===== src/rtl/ux607_ilm_preload_ctrl_if.sv =====
// -----------------------------------------------------------------------------
// ux607_ilm_preload_ctrl_if
// Bundle of every non-clock/reset signal of the ILM preload controller.
//   Control : start, zero_fill, base_addr, word_cnt -> busy, done
//   Bytes   : byte_vld, byte_dat -> byte_rdy (image byte stream)
//   Core    : core_req/we/addr/wdat/wmask -> core_gnt (core ILM access port)
//   SRAM    : ram_cs, ram_we, ram_addr, ram_wdat[39:0], ram_wem
// Modport slave is the controller's view; master is the surrounding system.
// -----------------------------------------------------------------------------
interface ux607_ilm_preload_ctrl_if #(
  parameter int AW = 14
);
  logic          start;
  logic          zero_fill;
  logic [AW-1:0] base_addr;
  logic [AW:0]   word_cnt;
  logic          busy;
  logic          done;

  logic          byte_vld;
  logic          byte_rdy;
  logic [7:0]    byte_dat;

  logic          core_req;
  logic          core_we;
  logic [AW-1:0] core_addr;
  logic [31:0]   core_wdat;
  logic [3:0]    core_wmask;
  logic          core_gnt;

  logic          ram_cs;
  logic          ram_we;
  logic [AW-1:0] ram_addr;
  logic [39:0]   ram_wdat;
  logic [3:0]    ram_wem;

  modport slave (
    input  start, zero_fill, base_addr, word_cnt,
    input  byte_vld, byte_dat,
    input  core_req, core_we, core_addr, core_wdat, core_wmask,
    output busy, done, byte_rdy, core_gnt,
    output ram_cs, ram_we, ram_addr, ram_wdat, ram_wem
  );

  modport master (
    output start, zero_fill, base_addr, word_cnt,
    output byte_vld, byte_dat,
    output core_req, core_we, core_addr, core_wdat, core_wmask,
    input  busy, done, byte_rdy, core_gnt,
    input  ram_cs, ram_we, ram_addr, ram_wdat, ram_wem
  );
endinterface


===== src/rtl/ux607_ilm_preload_ctrl.sv =====
// -----------------------------------------------------------------------------
// ux607_ilm_preload_ctrl
// Fills the ILM SRAM from a little-endian byte stream (or with zeros) after a
// start request, and otherwise passes core ILM accesses straight to the SRAM.
// The preload engine owns the SRAM while busy; the core is granted only in IDLE.
//
// Ports:
//   clk  - single clock, all state on rising edge
//   rst  - synchronous, active-high reset
//   bus  - ux607_ilm_preload_ctrl_if.slave (control, byte stream, core, SRAM)
//
// Optional feature: define UX607_ILM_PRELOAD_ECC_EN to append a 7-bit SEC-DED
// code in ram_wdat[38:32] on every SRAM write; otherwise ram_wdat[39:32] = 0.
// -----------------------------------------------------------------------------
module ux607_ilm_preload_ctrl #(
  parameter int AW = 14
) (
  input  logic                         clk,
  input  logic                         rst,
  ux607_ilm_preload_ctrl_if.slave      bus
);

  typedef enum logic [1:0] {
    S_IDLE    = 2'd0,
    S_COLLECT = 2'd1,
    S_WRITE   = 2'd2,
    S_DONE    = 2'd3
  } state_e;

  state_e          state_q;
  logic [AW-1:0]   base_q;
  logic [AW:0]     cnt_q;
  logic [AW:0]     idx_q;
  logic            zf_q;
  logic [1:0]      lane_q;
  logic [3:0][7:0] lanes_q;
  logic            busy_q;
  logic            done_q;
  logic            rdy_q;
  logic            wr_q;

  logic [AW:0]     idx_inc;
  assign idx_inc = idx_q + {{AW{1'b0}}, 1'b1};

  // Single FSM block; busy/done/byte_rdy/write strobe are registered alongside
  // the state so every output is a flop, not decoded state.
  always_ff @(posedge clk) begin
    if (rst) begin
      state_q <= S_IDLE;
      base_q  <= '0;
      cnt_q   <= '0;
      idx_q   <= '0;
      zf_q    <= 1'b0;
      lane_q  <= '0;
      lanes_q <= '0;
      busy_q  <= 1'b0;
      done_q  <= 1'b0;
      rdy_q   <= 1'b0;
      wr_q    <= 1'b0;
    end else begin
      case (state_q)
        S_IDLE: begin
          if (bus.start) begin
            base_q  <= bus.base_addr;
            cnt_q   <= bus.word_cnt;
            zf_q    <= bus.zero_fill;
            idx_q   <= '0;
            lane_q  <= '0;
            lanes_q <= '0;
            busy_q  <= 1'b1;
            if (bus.word_cnt == '0) begin
              state_q <= S_DONE;
              done_q  <= 1'b1;
            end else if (bus.zero_fill) begin
              state_q <= S_WRITE;
              wr_q    <= 1'b1;
            end else begin
              state_q <= S_COLLECT;
              rdy_q   <= 1'b1;
            end
          end
        end

        S_COLLECT: begin
          if (bus.byte_vld) begin
            lanes_q[lane_q] <= bus.byte_dat;
            lane_q          <= lane_q + 2'd1;  // wraps to lane 0 for next word
            if (lane_q == 2'd3) begin
              state_q <= S_WRITE;
              rdy_q   <= 1'b0;
              wr_q    <= 1'b1;
            end
          end
        end

        S_WRITE: begin
          idx_q <= idx_inc;
          if (idx_inc == cnt_q) begin
            state_q <= S_DONE;
            wr_q    <= 1'b0;
            done_q  <= 1'b1;
          end else if (!zf_q) begin
            state_q <= S_COLLECT;
            wr_q    <= 1'b0;
            rdy_q   <= 1'b1;
          end
          // zero fill stays in WRITE: one word per cycle
        end

        S_DONE: begin
          state_q <= S_IDLE;
          busy_q  <= 1'b0;
          done_q  <= 1'b0;
        end

        default: begin
          state_q <= S_IDLE;
          busy_q  <= 1'b0;
          done_q  <= 1'b0;
          rdy_q   <= 1'b0;
          wr_q    <= 1'b0;
        end
      endcase
    end
  end

  assign bus.busy     = busy_q;
  assign bus.done     = done_q;
  assign bus.byte_rdy = rdy_q;

  // Core access is combinational so a granted request reaches the SRAM in
  // the same cycle.
  logic gnt;
  assign gnt          = bus.core_req & (state_q == S_IDLE);
  assign bus.core_gnt = gnt;

  // A reset arriving while in WRITE must not let that cycle's write through.
  logic wr_act;
  assign wr_act = wr_q & ~rst;

  logic          ram_cs;
  logic          ram_we;
  logic [AW-1:0] ram_addr;
  logic [31:0]   ram_wlo;
  logic [3:0]    ram_wem;

  always_comb begin
    ram_cs   = 1'b0;
    ram_we   = 1'b0;
    ram_addr = '0;
    ram_wlo  = '0;
    ram_wem  = '0;
    if (wr_act) begin
      ram_cs   = 1'b1;
      ram_we   = 1'b1;
      ram_addr = base_q + idx_q[AW-1:0];  // truncation gives the mod 2^AW wrap
      ram_wlo  = zf_q ? 32'h0 : lanes_q;
      ram_wem  = 4'hF;
    end else if (gnt) begin
      ram_cs   = 1'b1;
      ram_we   = bus.core_we;
      ram_addr = bus.core_addr;
      ram_wlo  = bus.core_wdat;
      ram_wem  = bus.core_wmask;
    end
  end

`ifdef UX607_ILM_PRELOAD_ECC_EN
  // Hamming SEC-DED over 32 data bits: data occupy codeword positions 3..38
  // that are not powers of two; c[k] covers positions with bit k set, and c6
  // is overall parity of data plus c0..c5.
  function automatic logic [6:0] secded32(input logic [31:0] d);
    logic [6:0] c;
    int         di;
    c  = '0;
    di = 0;
    for (int p = 3; p <= 38; p++) begin
      if ((p & (p - 1)) != 0) begin
        for (int k = 0; k < 6; k++) begin
          if (p[k]) c[k] = c[k] ^ d[di[4:0]];
        end
        di++;
      end
    end
    c[6] = (^d) ^ (^c[5:0]);
    return c;
  endfunction

  assign bus.ram_wdat = {1'b0, secded32(ram_wlo), ram_wlo};
`else
  assign bus.ram_wdat = {8'h00, ram_wlo};
`endif

  assign bus.ram_cs   = ram_cs;
  assign bus.ram_we   = ram_we;
  assign bus.ram_addr = ram_addr;
  assign bus.ram_wem  = ram_wem;

endmodule


===== src/flat_wrapper.sv =====
// flat-port wrapper written by rule: the top's interface ports become plain ports
module ux607_ilm_preload_ctrl_flat 
#(
  parameter int AW = 14
)
  (clk, rst, bus_start, bus_zero_fill, bus_base_addr, bus_word_cnt, bus_byte_vld, bus_byte_dat, bus_core_req, bus_core_we, bus_core_addr, bus_core_wdat, bus_core_wmask, bus_busy, bus_done, bus_byte_rdy, bus_core_gnt, bus_ram_cs, bus_ram_we, bus_ram_addr, bus_ram_wdat, bus_ram_wem);
  ux607_ilm_preload_ctrl_if #(.AW(AW)) bus_i ();
  input  logic clk;
  input  logic rst;
  input wire logic [$bits(bus_i.start)-1:0] bus_start;
  input wire logic [$bits(bus_i.zero_fill)-1:0] bus_zero_fill;
  input wire logic [$bits(bus_i.base_addr)-1:0] bus_base_addr;
  input wire logic [$bits(bus_i.word_cnt)-1:0] bus_word_cnt;
  input wire logic [$bits(bus_i.byte_vld)-1:0] bus_byte_vld;
  input wire logic [$bits(bus_i.byte_dat)-1:0] bus_byte_dat;
  input wire logic [$bits(bus_i.core_req)-1:0] bus_core_req;
  input wire logic [$bits(bus_i.core_we)-1:0] bus_core_we;
  input wire logic [$bits(bus_i.core_addr)-1:0] bus_core_addr;
  input wire logic [$bits(bus_i.core_wdat)-1:0] bus_core_wdat;
  input wire logic [$bits(bus_i.core_wmask)-1:0] bus_core_wmask;
  output wire logic [$bits(bus_i.busy)-1:0] bus_busy;
  output wire logic [$bits(bus_i.done)-1:0] bus_done;
  output wire logic [$bits(bus_i.byte_rdy)-1:0] bus_byte_rdy;
  output wire logic [$bits(bus_i.core_gnt)-1:0] bus_core_gnt;
  output wire logic [$bits(bus_i.ram_cs)-1:0] bus_ram_cs;
  output wire logic [$bits(bus_i.ram_we)-1:0] bus_ram_we;
  output wire logic [$bits(bus_i.ram_addr)-1:0] bus_ram_addr;
  output wire logic [$bits(bus_i.ram_wdat)-1:0] bus_ram_wdat;
  output wire logic [$bits(bus_i.ram_wem)-1:0] bus_ram_wem;
  assign bus_i.start = bus_start;
  assign bus_i.zero_fill = bus_zero_fill;
  assign bus_i.base_addr = bus_base_addr;
  assign bus_i.word_cnt = bus_word_cnt;
  assign bus_i.byte_vld = bus_byte_vld;
  assign bus_i.byte_dat = bus_byte_dat;
  assign bus_i.core_req = bus_core_req;
  assign bus_i.core_we = bus_core_we;
  assign bus_i.core_addr = bus_core_addr;
  assign bus_i.core_wdat = bus_core_wdat;
  assign bus_i.core_wmask = bus_core_wmask;
  assign bus_busy = bus_i.busy;
  assign bus_done = bus_i.done;
  assign bus_byte_rdy = bus_i.byte_rdy;
  assign bus_core_gnt = bus_i.core_gnt;
  assign bus_ram_cs = bus_i.ram_cs;
  assign bus_ram_we = bus_i.ram_we;
  assign bus_ram_addr = bus_i.ram_addr;
  assign bus_ram_wdat = bus_i.ram_wdat;
  assign bus_ram_wem = bus_i.ram_wem;
  ux607_ilm_preload_ctrl #(.AW(AW)) u_core (.clk(clk), .rst(rst), .bus(bus_i));
endmodule

===== config.mk =====
export PLATFORM = sky130hd
export DESIGN_NAME = ux607_ilm_preload_ctrl_flat
export DESIGN_NICKNAME = d
export VERILOG_FILES = /design/src/rtl/ux607_ilm_preload_ctrl_if.sv /design/src/rtl/ux607_ilm_preload_ctrl.sv /design/src/flat_wrapper.sv
export SDC_FILE = /design/constraint.sdc
export NUM_CORES = 1
export LEC_CHECK = 0
export ABC_AREA = 1
export CAP_MARGIN = 20
export CELL_PAD_IN_SITES_DETAIL_PLACEMENT = 0
export CELL_PAD_IN_SITES_GLOBAL_PLACEMENT = 1
export CORE_MARGIN = 3
export CORE_UTILIZATION = 39
export CTS_CLUSTER_DIAMETER = 100
export DETAILED_ROUTE_END_ITERATION = 8
export DONT_BUFFER_PORTS = 1
export PLACE_DENSITY_LB_ADDON = 0.08
export SLEW_MARGIN = 30
export SYNTH_ARGS = -nofsm -noshare
export SYNTH_HDL_FRONTEND = slang
export SYNTH_SLANG_ARGS = --single-unit

===== constraint.sdc =====
create_clock -name clk -period 1.95 [get_ports clk]
set_input_delay 0.195 -clock clk [delete_from_list [all_inputs] [get_ports clk]]
set_output_delay 0.195 -clock clk [all_outputs]
set_load 0.02 [all_outputs]

Yosys cells after proc, flatten, opt, wreduce, memory -nomap -nowiden
Cells that the tools add are included.
{"block": "totals", "out_inout_bits": 64, "input_bits": 94, "elab_cells": 106, "regBits": 85}
{"block": "classes", "n_bitwise": 3, "order_cmp": 2, "n_eq_ne": 16, "muxes": 52, "add_sub_neg": 3, "reduce_logical": 16}
{"operator": "$mux 32", "n": 5}
{"operator": "$pmux 32 s2", "n": 1}
{"operator": "$bwmux 32", "n": 1}
{"operator": "$pmux 15 s2", "n": 1}
{"operator": "$mux 14", "n": 2}
{"operator": "$mux 1", "n": 22}
{"operator": "$mux 2", "n": 9}
{"operator": "$demux 8 s2", "n": 1}
{"operator": "$add 15x1->15 const B", "n": 1}
{"operator": "$eq 15x15->1", "n": 1}
{"operator": "$logic_not 15->1", "n": 1}
{"operator": "$mux 15", "n": 1}
{"operator": "$add 14x14->14", "n": 1}
{"operator": "$ne 2x2->1 const B", "n": 7}
{"operator": "$pmux 1 s3", "n": 3}
{"operator": "$mux 4", "n": 2}
{"operator": "$mux 8", "n": 1}
{"operator": "$pmux 2 s4", "n": 1}
{"operator": "$reduce_and 4->1", "n": 2}
{"operator": "$reduce_and 8->1", "n": 1}
{"operator": "$reduce_and 7->1", "n": 1}
{"operator": "$eq 2x2->1 const B", "n": 3}
{"operator": "$ne 2x1->1 const B", "n": 3}
{"operator": "$reduce_and 2->1", "n": 3}
{"operator": "other kinds (14)", "n": 18}

Longest topological paths before layout
Gate-level depths: netlist of the first run.
{"block": "logic_depth", "depth_word": 7, "depth_mapped": 17}

Worst setup path before layout of the first run
Ideal clock, no wire load.
{"block": "synth_timing", "path_type": "flip-flop to output port", "start": "register u_core.idx_q[0]", "end": "output bus_ram_addr[10]", "stages_incl_launch_ff": 11, "arrival_time_ps": 2064, "path_slack_ps": -309, "cell_sequence": "dfxtp_1 -> ha_1 -> inv_1 -> fa_1 -> inv_1 -> a31oi_1 -> inv_1 -> a31oi_1 -> o21ai_0 -> xnor2_1 -> o21ai_0"}
{"block": "synth_between", "elab_chain_len": 2}
{"item": "start, declared", "line_no": "ux607_ilm_preload_ctrl.sv:33", "text": "logic [AW:0] idx_q;"}
{"item": "start signal, assigned", "line_no": "ux607_ilm_preload_ctrl.sv:97", "text": "idx_q <= idx_inc;"}
{"item": "$add 14x14->14", "line_no": "ux607_ilm_preload_ctrl.sv:156", "text": "ram_addr = base_q + idx_q[AW-1:0];"}
{"item": "$mux 14", "line_no": "ux607_ilm_preload_ctrl.sv:153", "text": "if (wr_act) begin"}
{"item": "end, declared", "line_no": "flat_wrapper.sv:27", "text": "output wire logic [$bits(bus_i.ram_addr)-1:0] bus_ram_addr;"}
No other way between the ends.

Worst setup path in the final report of the first run
{"block": "layout_timing", "start": "register u_core.idx_q[0]", "end": "output bus_ram_addr[8]"}
The elaborated chain is that of the path after synthesis.

==> reports/qor.yml, run 1 <==
fp.dieW_um: 122
synth-seq-cells: 85
fin_crit_ns: 2.24
netlist.area_leader.share_pct: 32.6
yosysUniqueCellTypes: 36
fmax_ghz: 0.447
cts_sinks: 85
post-place-ws_ns: -0.166
path_class: "reg -> out"
clk_pin_slew_ns: 0.06
nFillCells: 1276
syn_inst: 826
dieArea_um2: 14800
place.gp.congestion: 0.842
max_slew_margin_pct: 49.1
grt_max_degree: 49
core_area_um2: 12800
tritoncts: "done"
routedWlPerCell_um: 15.2
synth_area_leaders: "dfxtp_1, nand2_1, o21ai_0"
vias: 5715
seqPwrFrac_pct: 30.4
setup_viol: 17
clk-insertion-delay-late_ns: 0.34
peakVddDrop_uv: 794
grt_pass1_vias: 5508
cap_violations: 0
yosysSeqAreaShare_pct: 32.6
synth.most_common_cell: "nand2_1"
antenna_found_initial: 1
ys_top_cells_by_count: "nand2_1, dfxtp_1, o21ai_0, nor2_1, nand3_1"
hold_viol_final: 0
async_flop_share_pct: 0
status: "finished, violations left"
cts_made_buffers: 9
n_antenna_cell: 0
synth_edf_count: 0
violations: "negative setup slack"
synth_ff_type: "dfxtp_1"
grt_overflow_total: 0
p_leak_nw: 3.00
netSwitchingFraction_pct: 43.7
hpwl_um: 12300
rsz0062_at_grt: "yes"
p_comb_share_pct: 48.6
cts-htree-levels: 3
critPathArrivalTime_ns: 2.04
detail-route-antenna-nets: 0
num-nets-final: 1042
p_sw_w: 0.00334
fin_ws_ns: -0.289
critPathRequiredTime_ns: 1.75
finalMaxSlewViolations: 0
cp-start-kind: "register"
drt-vias-per-instance: 5.17
skew_ns: 0.0121
end_kind: "primary output"
io_buffers: 0
syn_to_final_growth_pct: 37.7
dp_cells: 1058
min_path_type: "in -> reg"
drc: 0
syn-cell-area_um2: 5220
finalPower_w: 0.00763
worst_pin_slew_ns: 0.763
cts_root_buffer: "clkbuf_16"
drtIter0Drc: 315
cell_internal_pwr_w: 0.00429
cts_buffer_depth: 2
std_cell_rows: 41
drive_above_1_share_pct: 28.3
final_cells: 1106
utilization_pct: 56.0
post_dp_cell_area_um2: 6060
drt_wl_total_um: 16900
yosysTopAreaCell: "dfxtp_1"
drtPass1Iterations: 5
clockPowerShare_pct: 21.0
grt_use_total_pct: 22.7
grt_pass1_wl_um: 26900
syn_area_per_cell_um2: 6.32
die_h_um: 122
power_density_nw_per_um2: 1060
stdcell_area_um2: 7180
start_util_pct: 40.7
ys.warnings.count: 0
crit_fanout: 3
period_share_pct: 115
ios: 158
==> layer usage <==
metal / track usage (%) / up-vias / share of wire, %
met4: 4.06 / 2 / 0.99
met5: 0 / - / 0.12
met2: 37.3 / 181 / 45
li1: - / 2912 / -
met1: 30.9 / 2606 / 47
met3: 5.20 / 14 / 6.2
==> kinds of logic (layout without fill, tap and decap cells) <==
| family | Yosys count | after routing | synth area share (%) |
|---|---|---|---|
| xor+xnor | 10 | 10 | 1.97 |
| simple gates | 434 | 435 | 35.5 |
| compound gates | 173 | 173 | 17.1 |
| buf+inv | 104 | 204 | 8.06 |
| flops | 85 | 85 | 32.6 |
| other cells | 1 | 8 | 0.0719 |
| fa+ha+maj | 19 | 19 | 4.70 |
==> repair_timing <==
action | 4_1_cts | 5_1_grt
setup buffers | 25 | 9
endpoints found under the hold margin | 58 | 0
setup endpoints to repair | 51 | 76
gates cloned | 1 | 0
pin swaps | 27 | 39
hold buffers | 11 | 0
gates resized for setup | 88 | 72
==> sequential cells by signal, summed over array words and instances (netlist names) <==
name,flops
u_core.wr_q,1
u_core.base_q,14
u_core.lane_q,2
u_core.state_q,2
u_core.cnt_q,15
u_core.bus.done,1
u_core.zf_q,1
u_core.idx_q,15
u_core.lanes_q,32
u_core.bus.busy,1
u_core.bus.byte_rdy,1
==> placed cells by master, fill, tap and decap left out, types with 9 or more instances in the layout <==
cell,instances
nand2_1,209
buf_4,98
dfxtp_1,73
nand3_1,71
nor2_1,68
o21ai_0,68
a21oi_1,60
inv_1,54
nand2_2,24
buf_6,20
nor2_2,15
a21oi_2,14
nand4_1,11
o21ai_2,11
dlygate4sd3_1,10
ha_4,9
clkbuf_16,9
==> worst max-delay path, cell delays in order, from the launching register on <==
cell and delay, ns:
dfxtp_4 0.36, ha_4 0.13, inv_2 0.03, fa_2 0.32
inv_2 0.09, a31oi_4 0.09, inv_2 0.09, a31oi_4 0.09
buf_6 0.13, xor2_2 0.15, o21ai_4 0.22
==> layout make-up <==
class                      count  area [µm²]  share of cell area (%)
clock inverter                 5        33.8                   0.470
timing repair buffer         129        1080                    15.0
tap                          172         215                    3.00
multi-input combinational    645        3660                    50.9
sequential                    85        1730                    24.1
clock buffer                  11         243                    3.38
inverter                      59         226                    3.15
==> worst paths after layout <==
path / slack (ns) / from / end / cells past startpoint
worst max-delay path: -0.29 / u_core.idx_q[0] / bus_ram_addr[8] / 10
worst min register to register: 0.46 / u_core.lanes_q[3] / u_core.lanes_q[3] / 2
worst max register to register: -0.09 / u_core.idx_q[2] / u_core.state_q[1] / 13
worst min-delay path: 0.004 / bus_base_addr[6] / u_core.base_q[6] / 2
==> power groups by stage <==
stage	Combinational, W	Clock [W]	Sequential, W
after floorplan	0.00213	0	0.00226
after global placement	0.00320	0	0.00231
after detailed placement	0.00324	0	0.00231
after CTS	0.00355	0.00165	0.00230
after global routing	0.00408	0.00173	0.00235
final	0.00371	0.00160	0.00232
==> through the flow <==
| step | hold slack, ns | setup TNS, ns |
|---|---|---|
| after detailed placement | 0.266 | -1.80 |
| after global placement | 0.265 | -0.949 |
| after floorplan | 0.330 | -0.0805 |
| after CTS | 0.00144 | -2.77 |
| final | 0.00383 | -2.45 |
| after global routing | 0.0117 | -4.33 |
Note: power is estimated with default switching activity, not from simulation.
==> run 2, diff against run 1 <==
Settings changed: CORE_MARGIN 3 to 1.5.
==> reports/qor.yml, run 2 (same netlist as run 1, synthesis figures left out) <==
cp_slowest_cell: "dfxtp_2"
drc: 0  # unchanged
final_common_cell: "nand2_1"
critical_path.startpoint: "u_core.idx_q[0]"
cts_sinks: 85  # unchanged
fin_ws_ns: -0.342  # -0.0539 ns
rrSetupSlack_ns: -0.09  # about the same
holdWs_ns: 0.0135  # +0.00970 ns
power_density_nw_per_um2: 1110  # +4.8%
std_cell_rows: 42  # +2.4%
critical-path-max-stage-delay_ns: 0.36  # about the same
critPathArrivalTime_ns: 2.10  # +0.06 ns
path_class: "reg -> out"
path_cells: "ha_4 > inv_2 > fa_2 > inv_2 > a31oi_4 > inv_2 > a31oi_2 > buf_4 > xor2_1 > o21ai_2"
setup_viol: 17  # unchanged
critPathBufInv: 4  # unchanged
grt_use_total_pct: 23.6  # +0.88 points
hold_viol_final: 0  # unchanged
top_regs: "u_core.lanes_q: 32 flops, u_core.cnt_q: 15 flops, u_core.idx_q: 15 flops"
cap_violations: 0  # unchanged
grt_pass1_vias: 5339  # -3.1%
detail-route-antenna-nets: 0  # unchanged
min_path_type: "in -> reg"
core_area_um2: 13100  # +2.4%
finalMaxSlewViolations: 0  # unchanged
hpwl_um: 11700  # -5.2%
cts_root_buffer: "clkbuf_16"
vias: 5676  # -0.68%
mostFrequentLayoutCells: "nand2_1, buf_4, nand3_1, nor2_1, dfxtp_1"
num-nets-final: 1040  # -0.19%
die_h_um: 119  # -2.5%
regMostFlops: "u_core.lanes_q"
peakVddDrop_uv: 862  # +8.5%
tritoncts: "done"
fmax_ghz: 0.436  # -2.3%
status: "finished, violations left"
ios: 158  # unchanged
path_delay_family: "adder cells"
hp-start: "bus_base_addr[11]"
place.gp.congestion: 0.880  # +4.6%
grt_pass1_wl_um: 26400  # -1.9%
cts-htree-levels: 3  # unchanged
cts_made_buffers: 9  # unchanged
skew_ns: 0.0104  # -0.00174 ns
violations: "negative setup slack"
worst_pin_slew_ns: 0.786  # +0.0234 ns
drt-vias-per-instance: 5.12  # -0.86%
r2r-start: "u_core.idx_q[0]"
rsz0062_at_grt: "yes"
cts_buffer_depth: 2  # unchanged
p_leak_nw: 2.99  # -0.38%
drtIter0Drc: 371  # +18%
drive_above_1_share_pct: 25.0  # -3.3 points
crit_fanout: 3  # unchanged
end_kind: "primary output"
utilization_pct: 53.9  # -2.1 points
crit_top_cell: "inv_2"
period_share_pct: 118  # +2.8 points
clk-insertion-delay-late_ns: 0.35  # about the same
io_buffers: 0  # unchanged
grt_overflow_total: 0  # unchanged
syn_to_final_growth_pct: 35.7
drt_wl_total_um: 16700  # -0.95%
start_util_pct: 39.7  # -0.97 points
critPathRequiredTime_ns: 1.75  # about the same
grt_max_degree: 62  # +27%
clk_pin_slew_ns: 0.06  # about the same
dieArea_um2: 14100  # -4.9%
routedWlPerCell_um: 15.1  # -1.1%
n_antenna_cell: 0  # unchanged
fp.dieW_um: 119  # -2.5%
antenna_found_initial: 0  # -1
fin_crit_ns: 2.29  # +0.0539 ns
cp-start-kind: "register"
largest_register_ffs: 32  # unchanged
drtPass1Iterations: 7  # +2
max_slew_margin_pct: 47.5  # -1.6 points
==> run 2: changes by cell type in the layout (fill, tap and decap cells not counted), sizes merged <==
cell / before / now
clkinv: 4 / 5
buf: 119 / 112
bufinv: 0 / 2
dlygate4sd3: 10 / 15
clkbuf: 11 / 10
clkinvlp: 2 / 0
==> run 2: what timing repair did <==
item	4_1_cts	5_1_grt
gates cloned	1	1
hold endpoints to repair	63	0
gates resized for setup	74	39
hold buffers	16	0
setup buffers	13	2
setup endpoints to repair	49	74
pin swaps	29	21
==> run 2: final cells by class <==
class | instances | area (µm²)
inverter | 59 | 226
sequential | 85 | 1730
clock inverter | 6 | 83.8
timing repair buffer | 127 | 1050
clock buffer | 10 | 239
multi-input combinational | 645 | 3530
fill | 1309 | 6060
tap | 176 | 220
==> run 2: path summary, 6_finish.rpt <==
| kind | to | cells after the start |
|---|---|---|
| min reg2reg | u_core.lanes_q[3] | 2 |
| max | bus_ram_addr[8] | 10 |
| max reg2reg | u_core.state_q[0] | 15 |
| min | u_core.base_q[11] | 2 |
==> run 2: per-stage QoR <==
stage	setup WS (ns)	TNS, ns	cells	power (W)	instance area, µm²
3_5_place_dp	-0.153	-1.76	1062	0.00558	6100
4_1_cts	-0.357	-3.07	1105	0.00777	6940
2_1_floorplan	-0.0728	-0.0805	833	0.00439	5300
5_1_grt	-0.431	-4.77	1108	0.00839	7080
3_3_place_gp	-0.0991	-0.967	1062	0.00554	6100
6_report	-0.342	-2.86	1108	0.00788	7080
==> run 2: layer usage <==
layer  wire, µm  global-route usage (%)  up-vias
li1           -                       -     2908
met1       8100                    31.8     2563
met5          0                       0        -
met4        157                    4.52        0
met2       7380                    38.6      188
met3       1050                    5.79       17
==> run 2: where the power goes <==
part,leakage [nW],switching [W],internal [W],total [W]
clock,0.163,0.000727,0.00116,0.00188
combinational,2.13,0.00234,0.00133,0.00368
sequential,0.701,0.000268,0.00205,0.00232
total,2.99,0.00334,0.00454,0.00788
==> run 3, diff against run 2 <==
Settings changed: SKIP_CTS_REPAIR_TIMING from default to 1.
==> reports/qor.yml, run 3 (same netlist as run 1, synthesis figures left out) <==
clk_pin_slew_ns: 0.07  # about the same
r2r_end: "u_core.state_q[1]"
period_share_pct: 119  # +1.8 points
cts_made_buffers: 9  # unchanged
ios: 158  # unchanged
skew_ns: 0.0105  # +0.000100 ns
place.gp.congestion: 0.880  # unchanged
hp-start: "bus_word_cnt[13]"
top_regs: "u_core.lanes_q: 32 flops, u_core.cnt_q: 15 flops, u_core.idx_q: 15 flops"
critical-path-max-stage-delay_ns: 0.36  # about the same
io_buffers: 0  # unchanged
crit_top_cell: "inv_2"
path_delay_family: "adder cells"
nFillCells: 1331  # +1.7%
tritoncts: "done"
stdcell_area_um2: 6890  # -2.8%
drt-vias-per-instance: 5.14  # +0.35%
detail-route-antenna-nets: 0  # unchanged
cap_violations: 0  # unchanged
peakVddDrop_uv: 882  # +2.4%
routedWlPerCell_um: 15.1  # +0.12%
violations: "negative hold slack, negative setup slack"
cts-htree-levels: 3  # unchanged
syn_to_final_growth_pct: 32.0
rr_worst_depth: 15  # unchanged
drtPass1Iterations: 4  # -3
rrSetupSlack_ns: -0.15  # -0.06 ns
setup_viol: 15  # -2
holdPathEnd: "u_core.cnt_q[13]"
hold_viol_final: 2  # +2
n_antenna_cell: 0  # unchanged
grt_pass1_vias: 5132  # -3.9%
drtIter0Drc: 360  # -3.0%
cp-start-kind: "register"
power_density_nw_per_um2: 1130  # +1.7%
start_util_pct: 39.7  # unchanged
post-place-ws_ns: -0.153  # unchanged
drc: 0  # unchanged
std_cell_rows: 42  # unchanged
hpwl_um: 11700  # unchanged
cts_buffer_depth: 2  # unchanged
post_dp_cell_area_um2: 6100  # unchanged
whs_path_depth: 2  # unchanged
die_h_um: 119  # unchanged
holdWs_ns: -0.0154  # -0.0289 ns
r2r-start: "u_core.idx_q[0]"
drive_above_1_share_pct: 23.3  # -1.7 points
cts_root_buffer: "clkbuf_16"
vias: 5619  # -1.0%
finalPower_w: 0.00779  # -1.1%
drt_wl_total_um: 16500  # -1.2%
dieArea_um2: 14100  # unchanged
grt_pass1_wl_um: 25400  # -3.9%
critPathRequiredTime_ns: 1.75  # about the same
grt_use_total_pct: 22.6  # -0.94 points
p_leak_nw: 2.91  # -2.5%
crit_fanout: 3  # unchanged
fin_ws_ns: -0.377  # -0.0343 ns
cp_slowest_cell: "dfxtp_2"
final_common_cell: "nand2_1"
num-nets-final: 1025  # -1.4%
fin_setup_tns_ns: -3.06  # -0.198 ns
finalMaxSlewViolations: 0  # unchanged
path_cells: "ha_4 > inv_2 > fa_2 > inv_2 > a31oi_4 > inv_2 > a31oi_4 > buf_4 > xor2_1 > o21ai_2"
path_class: "reg -> out"
critPathArrivalTime_ns: 2.13  # +0.03 ns
cts_sinks: 85  # unchanged
antenna_found_initial: 0  # unchanged
critPathBufInv: 4  # unchanged
min_path_type: "in -> reg"
status: "finished, violations left"
mostFrequentLayoutCells: "nand2_1, buf_4, nor2_1"
end_kind: "primary output"
fp.dieW_um: 119  # unchanged
fmax_ghz: 0.430  # -1.5%
clk-insertion-delay-late_ns: 0.35  # about the same
rsz0062_at_grt: "yes"
worst_pin_slew_ns: 0.791  # +0.00458 ns
grt_max_degree: 62  # unchanged
core_area_um2: 13100  # unchanged
max_slew_margin_pct: 47.2  # -0.31 points
grt_overflow_total: 0  # unchanged
largest_register_ffs: 32  # unchanged
regMostFlops: "u_core.lanes_q"
fin_crit_ns: 2.33  # +0.0343 ns
==> run 3: area by class of cell <==
cell class                      count  area (µm²)  area share, %
Timing Repair Buffer              112         930           13.5
Clock buffer                       10         239           3.47
Inverter                           59         225           3.27
Sequential cell                    85        1730           25.1
Multi-Input combinational cell    645        3460           50.2
Tap cell                          176         220           3.20
Clock inverter                      6        83.8           1.22
==> run 3: power by group <==
| part | leakage (nW) | total (W) | switching, W | internal (W) |
|---|---|---|---|---|
| logic | 2.05 | 0.00359 | 0.00230 | 0.00130 |
| clock network | 0.163 | 0.00188 | 0.000724 | 0.00115 |
| registers | 0.701 | 0.00232 | 0.000269 | 0.00205 |
| total | 2.91 | 0.00779 | 0.00329 | 0.00450 |
==> run 3: worst max-delay path by stage <==
stage / endpoint / startpoint / cells past startpoint / slack (ns)
after floorplan: bus_ram_addr[10] / u_core.idx_q[0] / 10 / -0.07
after global placement: bus_ram_addr[13] / u_core.idx_q[1] / 10 / -0.1
after detailed placement: bus_ram_addr[10] / u_core.idx_q[0] / 10 / -0.15
after CTS: bus_ram_addr[10] / u_core.idx_q[0] / 10 / -0.55
after global routing: bus_ram_addr[13] / u_core.idx_q[2] / 10 / -0.47
final: bus_ram_addr[8] / u_core.idx_q[0] / 10 / -0.38
==> run 3: per-layer routing <==
metal / wire length, µm / GRT usage [%] / vias up
met5: 0 / 0 / -
met4: 203 / 4.67 / 0
met3: 1120 / 6.13 / 18
met2: 7080 / 35.6 / 180
met1: 8080 / 31.2 / 2542
li1: - / - / 2879
==> run 3: worst reg2reg max path, stage by stage, from the launching register on <==
cell	delay, ns
dfxtp_2	0.36
buf_4	0.12
buf_4	0.12
nand3_2	0.13
nor2_4	0.23
nand3_1	0.13
nand2_1	0.10
nand3_1	0.07
nand2_1	0.08
nand3_1	0.11
nor2_2	0.16
nand2_2	0.10
nand2_2	0.08
nand2_1	0.06
nor2_1	0.11
nor2_1	0.04
==> run 3: per-stage QoR <==
| step | hold WS [ns] | utilization [%] | instances |
|---|---|---|---|
| floorplan | 0.330 | - | 833 |
| global placement | 0.267 | 46.4 | 1062 |
| finish | -0.0154 | 52.4 | 1093 |
| detailed placement | 0.270 | 46.4 | 1062 |
| global route | -0.000618 | 52.4 | 1093 |
| CTS | -0.110 | 48.9 | 1078 |
